### config.mk
export PLATFORM = sky130hd
export DESIGN_NAME = can_rx_frontend_flat
export DESIGN_NICKNAME = d
export VERILOG_FILES = /design/src/rtl/can_pkg.sv /design/src/rtl/can_rx_frontend_if.sv /design/src/rtl/can_rx_frontend_sync_sample_machine.sv /design/src/rtl/can_rx_frontend.sv /design/src/flat_wrapper.sv
export SDC_FILE = /design/constraint.sdc
export NUM_CORES = 1
export LEC_CHECK = 0
export ABC_AREA = 1
export CAP_MARGIN = 20
export CORE_MARGIN = 2
export CORE_UTILIZATION = 30
export CTS_BUF_LIST = sky130_fd_sc_hd__clkbuf_8
export DETAILED_ROUTE_END_ITERATION = 10
export GPL_TIMING_DRIVEN = 0
export HOLD_SLACK_MARGIN = 0.1
export PLACE_DENSITY_LB_ADDON = 0.2
export SLEW_MARGIN = 20
export SYNTH_ARGS = -nofsm -noshare
export SYNTH_HDL_FRONTEND = slang
export SYNTH_SLANG_ARGS = --single-unit
### constraint.sdc
create_clock -name clk -period 3.9 [get_ports clk]
set_input_delay 0.585 -clock clk [delete_from_list [all_inputs] [get_ports clk]]
set_output_delay 0.585 -clock clk [all_outputs]
set_load 0.01 [all_outputs]
### src/rtl/can_pkg.sv
// Shared constants and types for the CAN receive front end.
package can_pkg;

    localparam int   QUANTA_PER_BIT_DEF = 100;
    localparam int   SAMPLE_POINT_DEF   = 75;
    localparam int   STUFF_LIMIT        = 5;
    localparam logic CAN_RECESSIVE      = 1'b1;

    typedef logic [6:0] quanta_t;
    typedef logic [2:0] run_t;

    typedef enum logic [1:0] {
        DS_EMIT,
        DS_DROP,
        DS_ERROR
    } ds_action_e;

    function automatic quanta_t min_q(input quanta_t a, input quanta_t b);
        return (a < b) ? a : b;
    endfunction

endpackage

### src/rtl/can_rx_frontend_if.sv
// Pin-side inputs and frame-decoder-side outputs of the CAN receive front end.
interface can_rx_frontend_if;
    import can_pkg::*;

    logic    rx_raw;
    quanta_t RJW;
    logic    bus_idle;
    logic    stuff_bypass;
    logic    rx;
    logic    updated_sample;
    logic    updated_bit;
    logic    next_bit;
    logic    stuff_error;

    modport master (
        output rx_raw, RJW, bus_idle, stuff_bypass,
        input  rx, updated_sample, updated_bit, next_bit, stuff_error
    );

    modport slave (
        input  rx_raw, RJW, bus_idle, stuff_bypass,
        output rx, updated_sample, updated_bit, next_bit, stuff_error
    );

endinterface

### src/rtl/can_rx_frontend_sync_sample_machine.sv
// RX pin synchroniser, quantum counter with hard sync / resync, and sample strobe.
// CAN_TRIPLE_SAMPLE_EN selects majority-of-three sampling instead of a single sample.
module sync_sample_machine
    import can_pkg::*;
#(
    parameter int QUANTA_PER_BIT = QUANTA_PER_BIT_DEF,
    parameter int SAMPLE_POINT   = SAMPLE_POINT_DEF
) (
    input  logic    clk,
    input  logic    rst,
    input  logic    rx_raw,
    input  logic    bus_idle,
    input  quanta_t rjw,
    output logic    rx,
    output logic    updated_sample
);

    localparam quanta_t Q_N    = quanta_t'(QUANTA_PER_BIT);
    localparam quanta_t Q_LAST = quanta_t'(QUANTA_PER_BIT - 1);
    localparam quanta_t Q_SP   = quanta_t'(SAMPLE_POINT);

    logic       sync_1, sync_2, sync_prev;
    quanta_t    q, q_next, jump;
    logic       sampled, sampled_next, resynced, resynced_next;
    logic       edge_fall, sample_now, rx_next;
    logic [7:0] early_end;

    assign edge_fall  = sync_prev & ~sync_2;
    // A late resync at the sample point rewinds q; the flag stops a second sample.
    assign sample_now = (q == Q_SP) & ~sampled;

`ifdef CAN_TRIPLE_SAMPLE_EN
    logic early_2, early_1;

    always_ff @(posedge clk or posedge rst) begin
        if (rst) begin
            early_2 <= CAN_RECESSIVE;
            early_1 <= CAN_RECESSIVE;
        end else begin
            if (q == quanta_t'(SAMPLE_POINT - 2)) early_2 <= sync_2;
            if (q == quanta_t'(SAMPLE_POINT - 1)) early_1 <= sync_2;
        end
    end

    assign rx_next = (early_2 & early_1) | (early_2 & sync_2) | (early_1 & sync_2);
`else
    assign rx_next = sync_2;
`endif

    always_comb begin
        q_next        = (q == Q_LAST) ? '0 : q + 1'b1;
        sampled_next  = sampled | sample_now;
        resynced_next = resynced;
        jump          = '0;
        early_end     = '0;
        if (edge_fall && bus_idle) begin
            q_next        = quanta_t'(1);
            sampled_next  = 1'b0;
            resynced_next = 1'b0;
        end else if (edge_fall && !resynced && q != '0 && rjw != '0) begin
            resynced_next = 1'b1;
            if (q <= Q_SP) begin
                jump   = min_q(q, rjw);
                q_next = q + 1'b1 - jump;
            end else begin
                jump      = min_q(Q_N - q, rjw);
                early_end = {1'b0, q} + {1'b0, jump} + 8'd1;
                // Never wrap before the edge cycle itself has been counted.
                q_next    = (early_end >= {1'b0, Q_N}) ? '0 : early_end[6:0];
            end
        end
        if (q_next == '0) begin
            sampled_next  = 1'b0;
            resynced_next = 1'b0;
        end
    end

    always_ff @(posedge clk or posedge rst) begin
        if (rst) begin
            sync_1         <= CAN_RECESSIVE;
            sync_2         <= CAN_RECESSIVE;
            sync_prev      <= CAN_RECESSIVE;
            q              <= '0;
            sampled        <= 1'b0;
            resynced       <= 1'b0;
            rx             <= CAN_RECESSIVE;
            updated_sample <= 1'b0;
        end else begin
            sync_1         <= rx_raw;
            sync_2         <= sync_1;
            sync_prev      <= sync_2;
            q              <= q_next;
            sampled        <= sampled_next;
            resynced       <= resynced_next;
            updated_sample <= sample_now;
            if (sample_now) rx <= rx_next;
        end
    end

endmodule

### src/rtl/can_rx_frontend.sv
// CAN receive front end: bit timing recovery plus destuffing of the sampled bits.
module can_rx_frontend
    import can_pkg::*;
#(
    parameter int QUANTA_PER_BIT = QUANTA_PER_BIT_DEF,
    parameter int SAMPLE_POINT   = SAMPLE_POINT_DEF
) (
    input logic              clk,
    input logic              rst,
    can_rx_frontend_if.slave bus
);

    logic       rx_s, updated_sample_s;
    logic       updated_bit_r, next_bit_r, stuff_error_r, last_bit;
    run_t       run_cnt;
    ds_action_e action;

    sync_sample_machine #(
        .QUANTA_PER_BIT(QUANTA_PER_BIT),
        .SAMPLE_POINT  (SAMPLE_POINT)
    ) u_sync_sample_machine (
        .clk           (clk),
        .rst           (rst),
        .rx_raw        (bus.rx_raw),
        .bus_idle      (bus.bus_idle),
        .rjw           (bus.RJW),
        .rx            (rx_s),
        .updated_sample(updated_sample_s)
    );

    always_comb begin
        action = DS_EMIT;
        if (!bus.stuff_bypass && run_cnt == run_t'(STUFF_LIMIT))
            action = (rx_s == last_bit) ? DS_ERROR : DS_DROP;
    end

    always_ff @(posedge clk or posedge rst) begin
        if (rst) begin
            run_cnt       <= '0;
            last_bit      <= CAN_RECESSIVE;
            updated_bit_r <= 1'b0;
            next_bit_r    <= CAN_RECESSIVE;
            stuff_error_r <= 1'b0;
        end else begin
            updated_bit_r <= 1'b0;
            stuff_error_r <= 1'b0;
            if (bus.stuff_bypass) run_cnt <= '0;
            if (updated_sample_s) begin
                last_bit <= rx_s;
                case (action)
                    DS_EMIT: begin
                        updated_bit_r <= 1'b1;
                        next_bit_r    <= rx_s;
                        if (!bus.stuff_bypass)
                            run_cnt <= (run_cnt != '0 && rx_s == last_bit) ?
                                       run_cnt + 1'b1 : run_t'(1);
                    end
                    DS_DROP:  run_cnt <= run_t'(1);
                    DS_ERROR: begin
                        stuff_error_r <= 1'b1;
                        run_cnt       <= run_t'(1);
                    end
                    default:  run_cnt <= '0;
                endcase
            end
        end
    end

    assign bus.rx             = rx_s;
    assign bus.updated_sample = updated_sample_s;
    assign bus.updated_bit    = updated_bit_r;
    assign bus.next_bit       = next_bit_r;
    assign bus.stuff_error    = stuff_error_r;

endmodule

### src/flat_wrapper.sv
// flat-port wrapper written by rule: the top's interface ports become plain ports
module can_rx_frontend_flat import can_pkg::*;
#(
    parameter int QUANTA_PER_BIT = QUANTA_PER_BIT_DEF,
    parameter int SAMPLE_POINT   = SAMPLE_POINT_DEF
)
  (clk, rst, bus_rx_raw, bus_RJW, bus_bus_idle, bus_stuff_bypass, bus_rx, bus_updated_sample, bus_updated_bit, bus_next_bit, bus_stuff_error);
  can_rx_frontend_if bus_i ();
  input logic clk;
  input logic rst;
  input wire logic [$bits(bus_i.rx_raw)-1:0] bus_rx_raw;
  input wire logic [$bits(bus_i.RJW)-1:0] bus_RJW;
  input wire logic [$bits(bus_i.bus_idle)-1:0] bus_bus_idle;
  input wire logic [$bits(bus_i.stuff_bypass)-1:0] bus_stuff_bypass;
  output wire logic [$bits(bus_i.rx)-1:0] bus_rx;
  output wire logic [$bits(bus_i.updated_sample)-1:0] bus_updated_sample;
  output wire logic [$bits(bus_i.updated_bit)-1:0] bus_updated_bit;
  output wire logic [$bits(bus_i.next_bit)-1:0] bus_next_bit;
  output wire logic [$bits(bus_i.stuff_error)-1:0] bus_stuff_error;
  assign bus_i.rx_raw = bus_rx_raw;
  assign bus_i.RJW = bus_RJW;
  assign bus_i.bus_idle = bus_bus_idle;
  assign bus_i.stuff_bypass = bus_stuff_bypass;
  assign bus_rx = bus_i.rx;
  assign bus_updated_sample = bus_i.updated_sample;
  assign bus_updated_bit = bus_i.updated_bit;
  assign bus_next_bit = bus_i.next_bit;
  assign bus_stuff_error = bus_i.stuff_error;
  can_rx_frontend #(.QUANTA_PER_BIT(QUANTA_PER_BIT), .SAMPLE_POINT(SAMPLE_POINT)) u_core (.clk(clk), .rst(rst), .bus(bus_i));
endmodule
**Word-level counts from Yosys, hierarchy flattened**

Cells that the tools add are included.
Widths: inputs -> output; s select.

- Bitwise logic cells: 5
- Equality and inequality tests: 6
- Order comparisons: 4
- Add/sub/neg operators: 6
- Mux-type cells: 23
- Reductions and logical operators: 16

Operators by type and width:

| operator | count |
|---|---|
| $mux 7 | 7 |
| $eq 7x7->1 const B | 2 |
| $lt 7x7->1 | 2 |
| $reduce_bool 7->1 | 2 |
| $mux 3 | 4 |
| $mux 1 | 9 |
| $add 7x7->8 | 1 |
| $add 8x1->8 const B | 1 |
| $ge 8x7->1 const B | 1 |
| $add 7x1->7 const B | 1 |
| $le 7x7->1 const B | 1 |
| $logic_not 7->1 | 1 |
| $sub 7x7->7 | 1 |
| $sub 7x7->7 const A | 1 |
| $logic_and 1x1->1 | 6 |
| $pmux 3 s2 | 1 |
| $reduce_bool 3->1 | 2 |
| $mux 2 | 2 |
| $add 3x1->3 const B | 1 |
| $eq 3x3->1 const B | 1 |
| $and 1x1->1 | 2 |
| $eq 2x1->1 const B | 1 |
| $eq 2x2->1 const B | 1 |
| $logic_not 1->1 | 2 |
| 6 further kinds | 7 |

- Logic and storage cells: 73
- Register bits after elaboration: 21
- Output and inout bits: 5

**Longest topological paths before layout**

- Word-level depth: 12
- Gate-level depth with buffers: 33

**Hierarchy**

Synthesis repeated with hierarchy kept, for this count alone.

- Cell total of the unflattened synthesis: 398
- Area, all modules: 2,551.2 sq um

By module, submodules not included:

| module | instances | area an instance (sq um) | cells each | seq. area each (sq um) |
|---|---|---|---|---|
| sync_sample_machine | 1 | 2,090.8 | 333 | 355.3 |
| can_rx_frontend | 1 | 460.4 | 65 | 177.7 |

**Worst setup path after synthesis**

No wires, ideal clock.

- Kind: register to register
- From: register u_core.u_sync_sample_machine.q[1]
- To: register u_core.u_sync_sample_machine.sampled
- Setup slack: -238 ps
- Cell stages (with the launch flop): 30
- Setup time: 121 ps
- Clock period less this slack: 4,138 ps
- Data required time: 3,779 ps
- Arrival: 4,017 ps
- Path through: dfrtp_1 > inv_1 > ha_1 > or2_2 > nand3_1 > nand2_1 > xor2_1 > ha_1 > a21oi_1 > o21a_1 > nand2_1 > inv_1 > clkbuf_1 > nand2_1 > o21ai_0 > ha_1 > inv_1 > fa_1 > nand2_1 > nand3_1 > nand3_1 > nand2_1 > nand3_1 > nand3_2 > nand2_1 > o21ai_1 > a21oi_1 > nand2_2 > nor2_2 > nor2_1

- Cells in the longest elaborated chain, start to end: 12

Ends and longest elaborated chain:

| what | line | text |
|---|---|---|
| from (decl) | can_rx_frontend_sync_sample_machine.sv:23 | `quanta_t q, q_next, jump;` |
| from (signal assigned) | can_rx_frontend_sync_sample_machine.sv:92 | `q <= q_next;` |
| $sub 7x7->7 | can_rx_frontend_sync_sample_machine.sv:66 | `jump = min_q(Q_N - q, rjw);` |
| $lt 7x7->1 | can_pkg.sv:19 | `return (a < b) ? a : b;` |
| $mux 7 | can_pkg.sv:19 |  |
| $add 7x7->8 | can_rx_frontend_sync_sample_machine.sv:67 | `early_end = {1'b0, q} + {1'b0, jump} + 8'd1;` |
| $add 8x1->8 | can_rx_frontend_sync_sample_machine.sv:67 |  |
| $ge 8x7->1 | can_rx_frontend_sync_sample_machine.sv:69 | `q_next = (early_end >= {1'b0, Q_N}) ? '0 : early_end[6:0];` |
| $mux 7 | can_rx_frontend_sync_sample_machine.sv:69 |  |
| $mux 7 | can_rx_frontend_sync_sample_machine.sv:62 | `if (q <= Q_SP) begin` |
| $mux 7 | can_rx_frontend_sync_sample_machine.sv:60 | `end else if (edge_fall && !resynced && q != '0 && rjw != '0) begin` |
| $mux 7 | can_rx_frontend_sync_sample_machine.sv:56 | `if (edge_fall && bus_idle) begin` |
| $logic_not 7->1 | can_rx_frontend_sync_sample_machine.sv:72 | `if (q_next == '0) begin` |
| $mux 1 (*) | can_rx_frontend_sync_sample_machine.sv:72 |  |
| named net u_core.u_sync_sample_machine.sampled_next | can_rx_frontend_sync_sample_machine.sv:24 | `logic sampled, sampled_next, resynced, resynced_next;` |
| to (signal assigned) | can_rx_frontend_sync_sample_machine.sv:93 | `sampled <= sampled_next;` |
| to (decl) | can_rx_frontend_sync_sample_machine.sv:24 |  |

Mark *: on every way through the listed nets, which the timed path passes. The rest lies on a longest branch.
A chain may end at the register's enable or synchronous reset.

**Final worst setup path**

- From: register u_core.u_sync_sample_machine.q[0]
- To: register u_core.u_sync_sample_machine.resynced

- Cells in the longest elaborated chain, start to end: 12

Ends and longest elaborated chain:

| what | line | text |
|---|---|---|
| $sub 7x7->7 | can_rx_frontend_sync_sample_machine.sv:66 |  |
| $lt 7x7->1 | can_pkg.sv:19 |  |
| $mux 7 | can_pkg.sv:19 |  |
| $add 7x7->8 | can_rx_frontend_sync_sample_machine.sv:67 |  |
| $add 8x1->8 | can_rx_frontend_sync_sample_machine.sv:67 |  |
| $ge 8x7->1 | can_rx_frontend_sync_sample_machine.sv:69 |  |
| $mux 7 | can_rx_frontend_sync_sample_machine.sv:69 |  |
| $mux 7 | can_rx_frontend_sync_sample_machine.sv:62 |  |
| $mux 7 | can_rx_frontend_sync_sample_machine.sv:60 |  |
| $mux 7 | can_rx_frontend_sync_sample_machine.sv:56 |  |
| $logic_not 7->1 | can_rx_frontend_sync_sample_machine.sv:72 |  |
| $reduce_bool 3->1 (no line) / $mux 1 (equally long branches) | n/a |  |
| to (signal assigned) | can_rx_frontend_sync_sample_machine.sv:94 | `resynced <= resynced_next;` |
| to (decl) | can_rx_frontend_sync_sample_machine.sv:24 |  |

Several ways; a longest one is shown, not always the timed one.

==> impl_metrics.json <==
{
  "hold_viol_final": 0,
  "min_path_type": "reg2reg",
  "relSlewSlack_pct": 46.2,
  "critical_path_required_ps": 4040,
  "initial_utilization_pct": 31.0,
  "root_buffer": "clkbuf_8",
  "maxSlewViolCount": 0,
  "fp.coreArea_mm2": 0.00822,
  "async_flop_share_pct": 100,
  "worst_pin_slew_ps": 806,
  "r2r_slack_ps": 30,
  "die_w_um": 96.1,
  "final_antenna_net_count": 0,
  "layout_setup_ws_ps": 28.5,
  "die-area_mm2": 0.00923,
  "drt-wirelength-per-cell_um": 12.9,
  "rr_endpoint": "u_core.u_sync_sample_machine.resynced",
  "chipHeight_um": 96.1,
  "vias_per_cell": 4.67,
  "period_share_pct": 99.3,
  "num_rows": 33,
  "area_delta_synth_final_pct": 33.3,
  "cts_made_buffers": 3,
  "cpMostUsedCell": "nand3_2",
  "clk_latency_ps": 260,
  "ys_types": 36,
  "reg2reg_depth": 30,
  "grt_overflow": 0,
  "gp_congestion": 0.906,
  "postLayoutCoreUtil_pct": 41.3,
  "worstSetupEndpointType": "flop",
  "antennaDiodeCount": 0,
  "grt_pass1_vias": 2490,
  "critical_path.startpoint_type": "flop",
  "post-place-cells": 507,
  "status": "complete, no violations",
  "fillers": 861,
  "avgSynthCellArea_um2": 6.59,
  "clkSinkCount": 21,
  "vias": 2497,
  "synth_area_mm2": 0.00254,
  "cp_slowest_cell": "dfrtp_1",
  "rr_startpoint": "u_core.u_sync_sample_machine.q[0]",
  "ioPinCount": 17,
  "multiInputGateArea_mm2": 0.00202,
  "max_freq_ghz": 0.258,
  "min_period_ps": 3870,
  "cts_tree": "built",
  "rsz0062_at_grt": "true",
  "clk_path_buf_depth": 2,
  "synth-edff-count": 0,
  "port_buffers": 16,
  "setup_viol_count_final": 0,
  "ys.flop_type": "dfrtp_1",
  "ys_ff_latch": 21,
  "grt_max_degree": 22,
  "dr.pass1.iters": 4,
  "yosysWarnings": 0,
  "drt_iter0_markers": 90,
  "routed_wirelength_mm": 6.90,
  "clkTransAtPathRegs_ps": 70,
  "slowest_delay_ps": 380,
  "drc_errors": 0,
  "nNetsFinal": 479,
  "dp_slack_ps": -525,
  "fin_cells": 535,
  "critPathKind": "reg2reg",
  "hpwlAfterDp_mm": 5.23,
  "cap_violations": 0,
  "min_path_cells": 0,
  "cp.arrival_ps": 4010,
  "grt_pass1_wl_mm": 11.6,
  "hp-start": "u_core.u_sync_sample_machine.sync_1",
  "ys_seq_area_share_pct": 21.0,
  "htree_levels": 1,
  "worstPathMaxFanout": 6,
  "antenna_found_initial": 0,
  "syn_nets": 434,
  "hold-path-endpoint": "u_core.u_sync_sample_machine.rx_next",
  "syn_inst": 386,
  "finClkSkew_ps": 5.81,
  "seq_area_um2": 537,
  "grt_use_total_pct": 15.9,
  "layout-drive-gt1-share_pct": 31.4
}
worst max-delay path, delay by kind of cell, from the launching register on:
| kind | cells | cell delay, ps |
|---|---|---|
| AND/OR/NAND/NOR | 19 | 1640 |
| adder cells (fa/ha/maj) | 4 | 950 |
| flip-flops | 1 | 380 |
| AO/OA/AOI/OAI | 3 | 350 |
| buffers and inverters | 3 | 210 |
| XOR/XNOR | 1 | 180 |
registers in the layout, summed over array words and instances (netlist names):
signal,cells
u_core.u_sync_sample_machine.updated_sample,1
u_core.bus.stuff_error,1
u_core.last_bit,1
u_core.u_sync_sample_machine.sync_prev,1
u_core.bus.next_bit,1
u_core.u_sync_sample_machine.q,7
u_core.u_sync_sample_machine.sampled,1
u_core.run_cnt,3
u_core.u_sync_sample_machine.resynced,1
u_core.bus.updated_bit,1
u_core.u_sync_sample_machine.rx,1
u_core.u_sync_sample_machine.sync_1,1
u_core.u_sync_sample_machine.rx_next,1
how the worst max path moves through the flow:
stage / startpoint / end / slack, ps / depth (start not counted)
detailed placement: u_core.u_sync_sample_machine.q[0] / u_core.u_sync_sample_machine.sampled / -520 / 31
CTS: u_core.u_sync_sample_machine.q[0] / u_core.u_sync_sample_machine.sampled / -30 / 30
global placement: u_core.u_sync_sample_machine.q[0] / u_core.u_sync_sample_machine.resynced / -510 / 30
global route: u_core.u_sync_sample_machine.q[0] / u_core.u_sync_sample_machine.sampled / -230 / 30
floorplan: u_core.u_sync_sample_machine.q[0] / u_core.u_sync_sample_machine.sampled / 4 / 30
finish: u_core.u_sync_sample_machine.q[0] / u_core.u_sync_sample_machine.resynced / 30 / 30
cell usage in the layout, fill, tap and decap left out, types with 4 or more instances in the layout:
| cell | count |
|---|---|
| nand2_1 | 81 |
| inv_1 | 58 |
| ha_1 | 28 |
| nand2_2 | 26 |
| buf_4 | 25 |
| nor2_1 | 23 |
| nand3_1 | 20 |
| a21oi_1 | 17 |
| nand3_2 | 16 |
| clkdlybuf4s50_1 | 16 |
| inv_2 | 14 |
| o21ai_0 | 14 |
| dfrtp_1 | 12 |
| nor2_2 | 7 |
| nand4_1 | 6 |
| o21ai_1 | 6 |
| dfstp_2 | 6 |
| ha_4 | 5 |
| a21oi_2 | 4 |
| xor2_1 | 4 |
synthesized netlist by cell type (3+ instances only):
master | instances | area, um2
xnor2_1 | 3 | 26.3
xor2_1 | 6 | 52.6
nand3_2 | 4 | 40.0
nand4_1 | 6 | 37.5
nor2_2 | 7 | 43.8
a21oi_1 | 21 | 105
nor2_1 | 24 | 90.1
ha_1 | 34 | 425
nand2_1 | 103 | 387
inv_1 | 66 | 248
nand2_2 | 6 | 37.5
nand3_1 | 34 | 170
o21ai_0 | 22 | 110
dfstp_2 | 6 | 158
dfrtp_1 | 15 | 375
inv_2 | 6 | 22.5
cells by family after synthesis:
| group | Yosys count | share of synthesized area, % |
|---|---|---|
| adders and majority gates | 36 | 18.3 |
| and+or+nand+nor | 190 | 33.9 |
| AOI/OAI and AO/OA | 53 | 12.0 |
| DFF | 21 | 21.0 |
| xor gates and xnor gates | 9 | 3.10 |
| buffers and inverters | 77 | 11.8 |
metal layers:
layer	routed length (um)	track usage (%)	vias up
met5	0	0	-
met4	61	2.02	0
met3	304	2.51	6
met2	3300	27.3	47
met1	3230	21.6	1125
li1	-	-	1319
final cells by class:
cell class / count / area share (%)
flip-flops and latches: 21 / 15.8
multi-input cells: 288 / 59.6
repair buffers: 41 / 10.5
clock buffers: 3 / 1.22
clock inverters: 1 / 0.111
plain buffers: 3 / 0.775
inverters: 73 / 8.15
well taps: 105 / 3.87
metrics by stage:
step | cell area, um2 | setup TNS (ps) | hold WS [ps]
global placement | 2850 | -2610 | 346
detailed placement | 2850 | -2790 | 350
floorplan | 2560 | 0 | 345
CTS | 3130 | -66.1 | 361
finish | 3390 | 0 | 358
global route | 3390 | -674 | 364
what timing repair did:
| action | in CTS | in global routing |
|---|---|---|
| endpoints found under the setup margin | 9 | 9 |
| hold endpoints to repair | 0 | 0 |
| hold buffers | 0 | 0 |
| resized for setup | 40 | 48 |
| pin swaps | 25 | 37 |
| cloned | 0 | 0 |
| buffers inserted | 16 | 11 |
Power is not shown: default switching activity piles up to over one toggle a cycle in this logic, so the estimate is an artifact.
